**src/rtl/mld_15_7_pkg.sv**
```systemverilog
// ----------------------------------------------------------------------------
// mld_15_7_pkg
// Shared constants and types for the (15,7) cyclic code blocks.
//   N, K, R   : codeword length, message length, parity length
//   GEN_POLY  : generator g(x) = 1 + x^4 + x^6 + x^7 + x^8, bit j = g_j
//   state_e   : serial encoder frame states
// ----------------------------------------------------------------------------
package mld_15_7_pkg;

    localparam int N = 15;
    localparam int K = 7;
    localparam int R = 8;

    localparam logic [R:0] GEN_POLY = 9'b1_1101_0001;

    typedef enum logic [1:0] {
        IDLE = 2'd0,
        MSG  = 2'd1,
        PAR  = 2'd2,
        GAP  = 2'd3
    } state_e;

endpackage

```
**src/rtl/mld_15_7_parity_lfsr.sv**
```systemverilog
// ----------------------------------------------------------------------------
// mld_15_7_parity_lfsr
// 8-bit Galois-style division register for g(x). With feedback enabled each
// shift computes r <- (x*r + in*x^8) mod g(x); with feedback disabled it is a
// plain shift register that empties the remainder out of b7, filling with 0.
// Ports:
//   clk         in   rising-edge clock
//   reset       in   asynchronous active-low reset, clears the register
//   clear       in   synchronous clear (wins over shift)
//   shift       in   advance the register one step
//   feedback_en in   1: divide by g(x), 0: plain shift with fb forced to 0
//   in_bit      in   serial input coefficient (used when feedback_en=1)
//   b7          out  most significant remainder bit
// ----------------------------------------------------------------------------
module mld_15_7_parity_lfsr
    import mld_15_7_pkg::*;
(
    input  logic clk,
    input  logic reset,
    input  logic clear,
    input  logic shift,
    input  logic feedback_en,
    input  logic in_bit,
    output logic b7
);

    logic [R-1:0] lfsr_q;
    logic [R-1:0] lfsr_d;
    logic         fb;

    always_comb begin
        fb     = feedback_en & (in_bit ^ lfsr_q[R-1]);
        lfsr_d = lfsr_q;
        if (clear) begin
            lfsr_d = '0;
        end else if (shift) begin
            // Taps follow the generator coefficients g0..g7.
            lfsr_d[0] = fb & GEN_POLY[0];
            for (int j = 1; j < R; j++) begin
                lfsr_d[j] = lfsr_q[j-1] ^ (fb & GEN_POLY[j]);
            end
        end
    end

    always_ff @(posedge clk or negedge reset) begin
        if (!reset) begin
            lfsr_q <= '0;
        end else begin
            lfsr_q <= lfsr_d;
        end
    end

    assign b7 = lfsr_q[R-1];

endmodule

```
**src/rtl/mld_15_7_encoder.sv**
```systemverilog
// ----------------------------------------------------------------------------
// mld_15_7_encoder
// Systematic serial encoder for the (15,7) cyclic code. Accepts a 7-bit
// message on a valid/ready handshake and emits c14..c0 one bit per clock,
// followed by GAP_CYCLES idle cycles that form the decoder correction window.
// Parameters:
//   GAP_CYCLES  idle cycles after each codeword (0..255)
// Ports:
//   clk         in   rising-edge clock
//   reset       in   asynchronous active-low reset
//   msg_valid   in   message word offered
//   msg_ready   out  encoder accepts a message this cycle
//   message     in   [0:6] message bits, message[i] = m_i
//   code_bit    out  serial codeword bit, c14 first
//   code_valid  out  code_bit meaningful
//   code_load   out  decoder load strobe (same as code_valid)
//   code_first  out  cycle carrying c14
//   code_last   out  cycle carrying c0
// All outputs come straight from registers.
// ----------------------------------------------------------------------------
module mld_15_7_encoder
    import mld_15_7_pkg::*;
#(
    parameter int GAP_CYCLES = 15
) (
    input  logic       clk,
    input  logic       reset,
    input  logic       msg_valid,
    output logic       msg_ready,
    input  logic [0:6] message,
    output logic       code_bit,
    output logic       code_valid,
    output logic       code_load,
    output logic       code_first,
    output logic       code_last
);

    localparam logic [7:0] GAP_LAST = 8'((GAP_CYCLES > 0) ? GAP_CYCLES - 1 : 0);
    localparam logic [3:0] MSG_LAST = 4'(K - 1);
    localparam logic [3:0] PAR_LAST = 4'(R - 1);

    state_e     state_q, state_d;
    logic [3:0] bit_cnt_q, bit_cnt_d;
    logic [7:0] gap_cnt_q, gap_cnt_d;
    logic [0:6] msg_q, msg_d;
    logic       msg_ready_q, msg_ready_d;
    logic       code_bit_q, code_bit_d;
    logic       code_valid_q, code_valid_d;
    logic       code_first_q, code_first_d;
    logic       code_last_q, code_last_d;

    logic       accept;
    logic [2:0] nxt_idx;
    logic       lfsr_clear;
    logic       lfsr_shift;
    logic       lfsr_fb_en;
    logic       lfsr_in;
    logic       lfsr_b7;

    mld_15_7_parity_lfsr u_lfsr (
        .clk         (clk),
        .reset       (reset),
        .clear       (lfsr_clear),
        .shift       (lfsr_shift),
        .feedback_en (lfsr_fb_en),
        .in_bit      (lfsr_in),
        .b7          (lfsr_b7)
    );

    assign accept  = msg_valid & msg_ready_q;
    // While code_bit shows m_(6-cnt), the next message bit to load is m_(5-cnt).
    assign nxt_idx = 3'd5 - bit_cnt_q[2:0];

    // The LFSR absorbs each message bit on the same edge that loads it into
    // code_bit, so after the last MSG edge it already holds the full remainder
    // and b7 can be registered straight out as c7.
    always_comb begin
        state_d      = state_q;
        bit_cnt_d    = bit_cnt_q;
        gap_cnt_d    = gap_cnt_q;
        msg_d        = msg_q;
        msg_ready_d  = msg_ready_q;
        code_bit_d   = 1'b0;
        code_valid_d = 1'b0;
        code_first_d = 1'b0;
        code_last_d  = 1'b0;
        lfsr_clear   = 1'b0;
        lfsr_shift   = 1'b0;
        lfsr_fb_en   = 1'b0;
        lfsr_in      = 1'b0;

        unique case (state_q)
            IDLE: begin
                msg_ready_d = 1'b1;
                lfsr_clear  = 1'b1;
                if (accept) begin
                    msg_d        = message;
                    msg_ready_d  = 1'b0;
                    state_d      = MSG;
                    bit_cnt_d    = 4'd0;
                    code_bit_d   = message[6];
                    code_valid_d = 1'b1;
                    code_first_d = 1'b1;
                    lfsr_clear   = 1'b0;
                    lfsr_shift   = 1'b1;
                    lfsr_fb_en   = 1'b1;
                    lfsr_in      = message[6];
                end
            end

            MSG: begin
                code_valid_d = 1'b1;
                lfsr_shift   = 1'b1;
                if (bit_cnt_q == MSG_LAST) begin
                    // Hand over to parity: present c7 and start draining.
                    code_bit_d = lfsr_b7;
                    state_d    = PAR;
                    bit_cnt_d  = 4'd0;
                end else begin
                    code_bit_d = msg_q[nxt_idx];
                    lfsr_fb_en = 1'b1;
                    lfsr_in    = msg_q[nxt_idx];
                    bit_cnt_d  = bit_cnt_q + 4'd1;
                end
            end

            PAR: begin
                if (bit_cnt_q == PAR_LAST) begin
                    bit_cnt_d = 4'd0;
                    if (GAP_CYCLES == 0) begin
                        state_d     = IDLE;
                        msg_ready_d = 1'b1;
                    end else begin
                        state_d   = GAP;
                        gap_cnt_d = 8'd0;
                    end
                end else begin
                    code_bit_d   = lfsr_b7;
                    code_valid_d = 1'b1;
                    code_last_d  = (bit_cnt_q == PAR_LAST - 4'd1);
                    lfsr_shift   = 1'b1;
                    bit_cnt_d    = bit_cnt_q + 4'd1;
                end
            end

            GAP: begin
                if (gap_cnt_q == GAP_LAST) begin
                    state_d     = IDLE;
                    msg_ready_d = 1'b1;
                    gap_cnt_d   = 8'd0;
                end else begin
                    gap_cnt_d = gap_cnt_q + 8'd1;
                end
            end

            default: begin
                state_d = IDLE;
            end
        endcase
    end

    always_ff @(posedge clk or negedge reset) begin
        if (!reset) begin
            state_q      <= IDLE;
            bit_cnt_q    <= 4'd0;
            gap_cnt_q    <= 8'd0;
            msg_q        <= '0;
            msg_ready_q  <= 1'b0;
            code_bit_q   <= 1'b0;
            code_valid_q <= 1'b0;
            code_first_q <= 1'b0;
            code_last_q  <= 1'b0;
        end else begin
            state_q      <= state_d;
            bit_cnt_q    <= bit_cnt_d;
            gap_cnt_q    <= gap_cnt_d;
            msg_q        <= msg_d;
            msg_ready_q  <= msg_ready_d;
            code_bit_q   <= code_bit_d;
            code_valid_q <= code_valid_d;
            code_first_q <= code_first_d;
            code_last_q  <= code_last_d;
        end
    end

    assign msg_ready  = msg_ready_q;
    assign code_bit   = code_bit_q;
    assign code_valid = code_valid_q;
    assign code_load  = code_valid_q;
    assign code_first = code_first_q;
    assign code_last  = code_last_q;

endmodule

```
**config.mk**
```make
export PLATFORM = sky130hd
export DESIGN_NAME = mld_15_7_encoder
export DESIGN_NICKNAME = d
export VERILOG_FILES = /design/src/rtl/mld_15_7_pkg.sv /design/src/rtl/mld_15_7_parity_lfsr.sv /design/src/rtl/mld_15_7_encoder.sv
export SDC_FILE = /design/constraint.sdc
export NUM_CORES = 1
export LEC_CHECK = 0
export BUFFER_PORTS_ARGS = -buffer_cell sky130_fd_sc_hd__clkbuf_2
export CAP_MARGIN = 20
export CORE_MARGIN = 10
export CORE_UTILIZATION = 35
export CTS_CLUSTER_DIAMETER = 80
export CTS_CLUSTER_SIZE = 30
export DETAILED_ROUTE_END_ITERATION = 8
export SKIP_CTS_REPAIR_TIMING = 1
export SYNTH_ARGS = -nofsm -noshare
export SYNTH_HDL_FRONTEND = slang
export SYNTH_SLANG_ARGS = --single-unit
```
**constraint.sdc**
```tcl
create_clock -name clk -period 5.8 [get_ports clk]
set_clock_uncertainty 0.2 [all_clocks]
set_input_delay 0.58 -clock clk [delete_from_list [all_inputs] [get_ports clk]]
set_output_delay 0.58 -clock clk [all_outputs]
set_load 0.02 [all_outputs]
```
==> out/qor.tcl, run 1 <==
set qor(nets) 230
set qor(n_antenna_cell) 0
set qor(layout_min_cycle_time_ns) 2.95
set qor(drv_slew) 0
set qor(initial_drc_count) 57
set qor(initial_antenna_violation_count) 0
set qor(cpPeakStageDelay_ns) 0.61
set qor(clock_tree.htree_level_count) 2
set qor(synth_cells) 194
set qor(vias_per_cell) 5.19
set qor(nFillCells) 545
set qor(grt_usage) 0.0904
set qor(die-area_um2) 8620
set qor(worst_path_most_repeated_cell) {inv_1}
set qor(status) {finished, final reports clean}
set qor(die_span_in_x_um) 92.9
set qor(layout-drive-gt1-share) 0.177
set qor(finalSetupViolations) 0
set qor(drtPass1Iterations) 4
set qor(p_int_mw) 0.562
set qor(synthesis.nets) 214
set qor(timing.critical_path.slowest_stage_cell) {a211oi_1}
set qor(fmax_ghz) 0.339
set qor(power_frac_seq) 0.364
set qor(critPathLaunchType) {flip-flop}
set qor(net-switching-power_mw) 0.410
set qor(max_cap_violations) 0
set qor(detail_route.drc_violations) 0
set qor(vias_in_the_first_global_route) 1376
set qor(post_synth_num_cell_types) 44
set qor(hpwlAfterDp_um) 2750
set qor(crit_path_end_kind) {flip-flop}
set qor(grt_first_pass_wirelength_um) 6290
set qor(maximum_net_fanout_on_the_critical_path) 11
set qor(power.switching_fraction) 0.422
set qor(register_bit_total_from_synthesis) 34
set qor(numPortBuffers) 15
set qor(power.share.combinational) 0.460
set qor(std_cell_rows) 26
set qor(area.growth.synth_to_final_pct) 11.6
set qor(clock_sink_count) 34
set qor(clkTransAtPathRegs_ns) 0.07
set qor(cts.root.buffer_cell) {clkbuf_8}
set qor(largest_net_degree_at_the_start_of_global_routing) 35
set qor(critical_path_class) {flip-flop to flip-flop}
set qor(globalRoute.totalOverflow) 0
set qor(synth.avg_cell_area_um2) 9.58
set qor(syn-cell-area_um2) 1860
set qor(worst-endpoint-required_ns) 5.76
set qor(final_layout_setup_total_negative_slack_ns) 0
set qor(drt.antenna.violating_nets) 0
set qor(yosys_warnings) 0
set qor(routabilityCongestion) 0.839
set qor(max_slew_margin) 0.439
set qor(drt-wirelength-per-cell_um) 13.4
set qor(seq_area_frac_synth) 0.458
set qor(power_per_cell_area_nw_per_um2) 468
set qor(cts_buffers) 5
set qor(clk_latency_ns) 0.29
set qor(floorplan.initialDensity) 0.361
set qor(vdd_drop_max_mv) 0.166
set qor(tritoncts) {yes}
set qor(clock_power_share) 0.176
set qor(timing_hold_violations_final) 0
set qor(routed_wl_um) 3750
set qor(worst_ep_arrival_time_ns) 2.90
set qor(max-clock-path-buffers) 2
set qor(pin_slew_with_the_least_headroom_to_its_limit_ns) 0.842
set qor(timing.critical_path.cells) {inv_1, ha_1, nand3_1, inv_1, a211oi_1, nor2_1, a32oi_1, o211ai_1}
set qor(setup_repair_after_global_routing_missed_its_margin) {no}
set qor(leakagePower_nw) 0.928
set qor(period_share) 0.508
set qor(num_io_pins) 16
set qor(core-area_um2) 5140
set qor(final_util) 0.403
set qor(die-height_um) 92.9
set qor(via_count) 1447
set qor(worstHoldPathType) {primary input to asynchronous set/reset pin}
[sequential cells by signal, summed over array words and instances (netlist names)]
name           count
code_load          1
bit_cnt_q          4
gap_cnt_q          8
code_first         1
msg_q              7
u_lfsr.lfsr_q      8
msg_ready          1
state_q            2
code_last          1
code_bit           1
[Yosys cell counts (all sizes together)]
cell type  number  area share
nand2          37       0.075
or4b            2       0.013
nand2b          1      0.0034
nand3           4       0.011
o21ba           1      0.0054
and3            2      0.0067
a221oi          2       0.013
dfrtp          34        0.46
nor3            4       0.011
nor3b           1      0.0067
a32oi           3       0.014
mux2            4       0.026
o211ai          3       0.012
a211oi          1      0.0040
buf             4       0.012
clkbuf          2      0.0040
a21oi           5       0.013
o21ai          20       0.054
a221o           1      0.0061
o22ai           1      0.0034
or2             3       0.010
nand3b          3       0.012
and4            1      0.0047
or2b            1      0.0047
nor2b           3       0.010
o2bb2ai         1      0.0047
o221ai          1      0.0047
inv             8       0.016
ha             10       0.067
o31ai           5       0.028
a21boi          1      0.0040
nand4           5       0.017
a32o            1      0.0054
a31oi           3       0.010
nor2            9       0.018
or3             1      0.0040
or4             1      0.0040
and2            1      0.0047
a22o            4       0.019
[area by class of cell]
type	count	area, um2	share of cell area
inverters	8	30.0	0.0145
clock buffers	6	82.6	0.0398
multi-input cells	146	947	0.457
well taps	70	87.6	0.0422
repair buffers	15	75.1	0.0362
flip-flops and latches	34	851	0.410
[layout by cell type (no fill, tap or decap), drive strengths merged, types with 2 or more instances in the layout]
cell,netlist,final
nand2,37,37
a21oi,5,5
dfrtp,34,34
o211ai,3,3
ha,10,10
nand3b,3,3
nor3,4,4
inv,8,8
nor2,9,9
nand3,4,4
and3,2,2
a32oi,3,3
mux2,4,4
clkbuf,2,21
or4b,2,2
a221oi,2,2
o31ai,5,5
nand4,5,5
or2,3,3
a22o,4,4
nor2b,3,3
o21ai,20,20
a31oi,3,3
[worst max-delay path, delay by kind of cell, from the launching register on]
kind,cells,cell delay (ns)
adder cells (fa/ha/maj),1,0.23
buffers and inverters,2,0.36
flip-flops,1,0.40
AND/OR/NAND/NOR,2,0.63
AO/OA/AOI/OAI,3,1.00
[layer usage]
| metal | vias up | GRT usage | wire, um |
|---|---|---|---|
| met5 | - | 0 | 0 |
| met4 | 0 | 0.0488 | 65 |
| met3 | 7 | 0.0307 | 146 |
| met2 | 16 | 0.141 | 1740 |
| met1 | 687 | 0.107 | 1800 |
| li1 | 737 | - | - |
[power groups by stage]
stage | clock (mW) | sequential [mW] | combinational (mW)
after floorplan | 0 | 0.357 | 0.352
after global placement | 0 | 0.357 | 0.447
after detailed placement | 0 | 0.357 | 0.448
after CTS | 0.177 | 0.354 | 0.449
after global routing | 0.188 | 0.365 | 0.499
final | 0.171 | 0.353 | 0.447
[final timing paths]
kind                            slack, ns               end          from  depth (start not counted)
worst max-delay path                 2.85  u_lfsr.lfsr_q[6]    state_q[0]                          8
worst min-delay path                 0.18        state_q[0]         reset                          1
worst max register to register       2.85  u_lfsr.lfsr_q[6]    state_q[0]                          8
worst min register to register       0.28      gap_cnt_q[7]  gap_cnt_q[7]                          1
max in group asynchronous            4.68  u_lfsr.lfsr_q[5]         reset                          1
min in group clk                     0.28      gap_cnt_q[7]  gap_cnt_q[7]                          1
[cells by family (layout without fill, tap and decap cells)]
kind of cell | Yosys count | in the layout | synth area share
multiplexers | 4 | 4 | 0.0263
flip-flops | 34 | 34 | 0.458
buffers and inverters | 14 | 29 | 0.0323
adder cells (fa/ha/maj) | 10 | 10 | 0.0673
AND/OR/NAND/NOR | 79 | 79 | 0.215
AO/OA/AOI/OAI | 53 | 53 | 0.201
[stage by stage]
step / hold WS (ns) / cell area [um2] / cells / power (mW) / setup WS [ns]
floorplan: 0.0844 / 1860 / 194 / 0.709 / 3.55
global placement: 0.269 / 1990 / 273 / 0.804 / 2.98
detailed placement: 0.267 / 1990 / 273 / 0.805 / 2.84
CTS: 0.219 / 2070 / 279 / 0.980 / 2.83
global route: 0.257 / 2070 / 279 / 1.05 / 2.56
finish: 0.183 / 2070 / 279 / 0.971 / 2.85
Power figures use the tool's default switching activity.
==> run 2: changes to the inputs <==
clock period = 2.8 ns   (was 5.8 ns; I/O delays follow)
==> out/qor.tcl, run 2 (synthesized netlist as in run 1, its figures left out) <==
set qor(status) {finished, violations left}
set qor(violations_in_the_final_reports) {negative hold slack}
set qor(final_cells) 290 ;# +3.9%
set qor(max_cap_violations) 0 ;# unchanged
set qor(power.share.combinational) 0.470 ;# +0.010
set qor(drt.antenna.violating_nets) 0 ;# unchanged
set qor(grt_first_pass_wirelength_um) 6560 ;# +4.3%
set qor(cts.root.buffer_cell) {clkbuf_8}
set qor(max-clock-path-buffers) 2 ;# unchanged
set qor(clock_sink_count) 34 ;# unchanged
set qor(critPathLaunchType) {flip-flop}
set qor(period_share) 0.897 ;# +0.388
set qor(worst_path_most_repeated_cell) {inv_1}
set qor(power.switching_fraction) 0.418 ;# -0.00367
set qor(detail_route.drc_violations) 0 ;# unchanged
set qor(area.growth.synth_to_final_pct) 16.4
set qor(timing.critical_path.cells) {inv_1, ha_1, nand3_1, inv_1, a211oi_1, buf_4, nor2_1, a32oi_1, o211ai_1}
set qor(clk_latency_ns) 0.29 ;# about the same
set qor(max_slew_margin) 0.425 ;# -0.0134
set qor(nets) 239 ;# +3.9%
set qor(crit_path_end_kind) {flip-flop}
set qor(fmax_ghz) 0.398 ;# +17%
set qor(floorplan.initialDensity) 0.361 ;# unchanged
set qor(drt-wirelength-per-cell_um) 13.3 ;# -1.2%
set qor(whs_ns) -0.0114 ;# -0.195 ns
set qor(die_span_in_x_um) 92.9 ;# unchanged
set qor(power_frac_seq) 0.351 ;# -0.013
set qor(largest_net_degree_at_the_start_of_global_routing) 35 ;# unchanged
set qor(die-area_um2) 8620 ;# unchanged
set qor(numPortBuffers) 15 ;# unchanged
set qor(clock_tree.htree_level_count) 2 ;# unchanged
set qor(clock_power_share) 0.179 ;# +0.003
set qor(net-switching-power_mw) 0.871 ;# +110%
set qor(worstHoldPathType) {primary input to flip-flop}
set qor(clkTransAtPathRegs_ns) 0.07 ;# about the same
set qor(n_antenna_cell) 0 ;# unchanged
set qor(final_design_area_no_fill_um2) 2160 ;# +4.3%
set qor(via_count) 1476 ;# +2.0%
set qor(routed_wl_um) 3850 ;# +2.7%
set qor(cts_buffers) 5 ;# unchanged
set qor(core-area_um2) 5140 ;# unchanged
set qor(leakagePower_nw) 0.973 ;# +4.8%
set qor(most-common-layout-cells) {nand2_1, dfrtp_1, o21ai_0}
set qor(cpPeakStageDelay_ns) 0.52 ;# -0.09 ns
set qor(initial_antenna_violation_count) 0 ;# unchanged
set qor(timing_hold_violations_final) 2 ;# +2
set qor(worst_ep_arrival_time_ns) 2.51 ;# -0.39 ns
set qor(layout-drive-gt1-share) 0.191 ;# +0.0139
set qor(vdd_drop_max_mv) 0.387 ;# +130%
set qor(final_util) 0.421 ;# +0.0173
set qor(placedInstanceArea_um2) 2020 ;# +1.5%
set qor(finalSetupViolations) 0 ;# unchanged
set qor(vias_in_the_first_global_route) 1409 ;# +2.4%
set qor(tritoncts) {yes}
set qor(p_int_mw) 1.21 ;# +120%
set qor(vias_per_cell) 5.09 ;# -1.9%
set qor(std_cell_rows) 26 ;# unchanged
set qor(power_per_cell_area_nw_per_um2) 963 ;# +110%
set qor(hpwlAfterDp_um) 2770 ;# +0.52%
set qor(biggestRegsByFlops) {gap_cnt_q x8, u_lfsr.lfsr_q x8, msg_q x7}
set qor(drv_slew) 0 ;# unchanged
set qor(drtPass1Iterations) 5 ;# +1
set qor(grt_usage) 0.0944 ;# +0.00400
set qor(pin_slew_with_the_least_headroom_to_its_limit_ns) 0.862 ;# +0.0201 ns
set qor(fin_total_pwr_mw) 2.08 ;# +110%
set qor(worst-endpoint-required_ns) 2.80 ;# -2.96 ns
set qor(post-place-cells) 277 ;# +1.5%
set qor(layout_min_cycle_time_ns) 2.51 ;# -0.437 ns
set qor(maximum_net_fanout_on_the_critical_path) 11 ;# unchanged
set qor(globalRoute.totalOverflow) 0 ;# unchanged
set qor(critical_path_class) {flip-flop to flip-flop}
set qor(final_layout_setup_total_negative_slack_ns) 0 ;# unchanged
set qor(setup_repair_after_global_routing_missed_its_margin) {no}
set qor(routabilityCongestion) 0.768 ;# -8.5%
set qor(die-height_um) 92.9 ;# unchanged
set qor(timing.critical_path.slowest_stage_cell) {nor2_1}
set qor(num_io_pins) 16 ;# unchanged
set qor(layout_commonest_cell) {nand2_1}
set qor(initial_drc_count) 45 ;# -21%
run 2: path summary, 6_finish.rpt:
check,slack (ns),start,to,depth (start not counted)
setup / recovery,0.29,state_q[0],u_lfsr.lfsr_q[4],9
hold / removal,-0.01,message[0],msg_q[0],3
setup reg to reg,0.29,state_q[0],u_lfsr.lfsr_q[4],9
hold reg to reg,0.28,gap_cnt_q[7],gap_cnt_q[7],1
max in group asynchronous,1.42,reset,u_lfsr.lfsr_q[7],2
min in group asynchronous,0.43,reset,code_last,2
run 2: area by class of cell:
class	instances	area [um2]
timing repair buffer	24	155
sequential	34	851
clock buffer	7	86.3
tap	70	87.6
multi-input combinational	146	947
inverter	8	30.0
clock inverter	1	5.00
fill	534	2980
run 2: worst max-delay path, delay by kind of cell (launching register included):
family | cells | cell delay [ns]
adder cells (fa/ha/maj) | 1 | 0.20
AND/OR/NAND/NOR | 2 | 0.63
AO/OA/AOI/OAI | 3 | 0.43
buffers and inverters | 3 | 0.55
flip-flops | 1 | 0.41
run 2: through the flow:
stage,hold slack [ns],setup WS (ns)
2_1_floorplan,-0.216,0.555
3_3_place_gp,0.232,0.396
3_5_place_dp,0.244,0.323
4_1_cts,-0.0707,0.295
5_1_grt,0.00666,0.117
6_report,-0.0114,0.289
run 2: power groups by stage:
stage	Clock, mW	Sequential [mW]	Combinational [mW]
finish	0.373	0.730	0.979
detailed placement	0	0.740	0.975
CTS	0.389	0.731	0.977
global placement	0	0.740	0.955
floorplan	0	0.740	0.728
global route	0.412	0.752	1.09
run 2: metal layers:
metal  vias to the layer above  global-route usage  routed length, um
met2                        24               0.143               1710
met3                         7              0.0363                181
li1                        752                   -                  -
met1                       693               0.119               1910
met5                         -                   0                  0
met4                         0              0.0347                 50
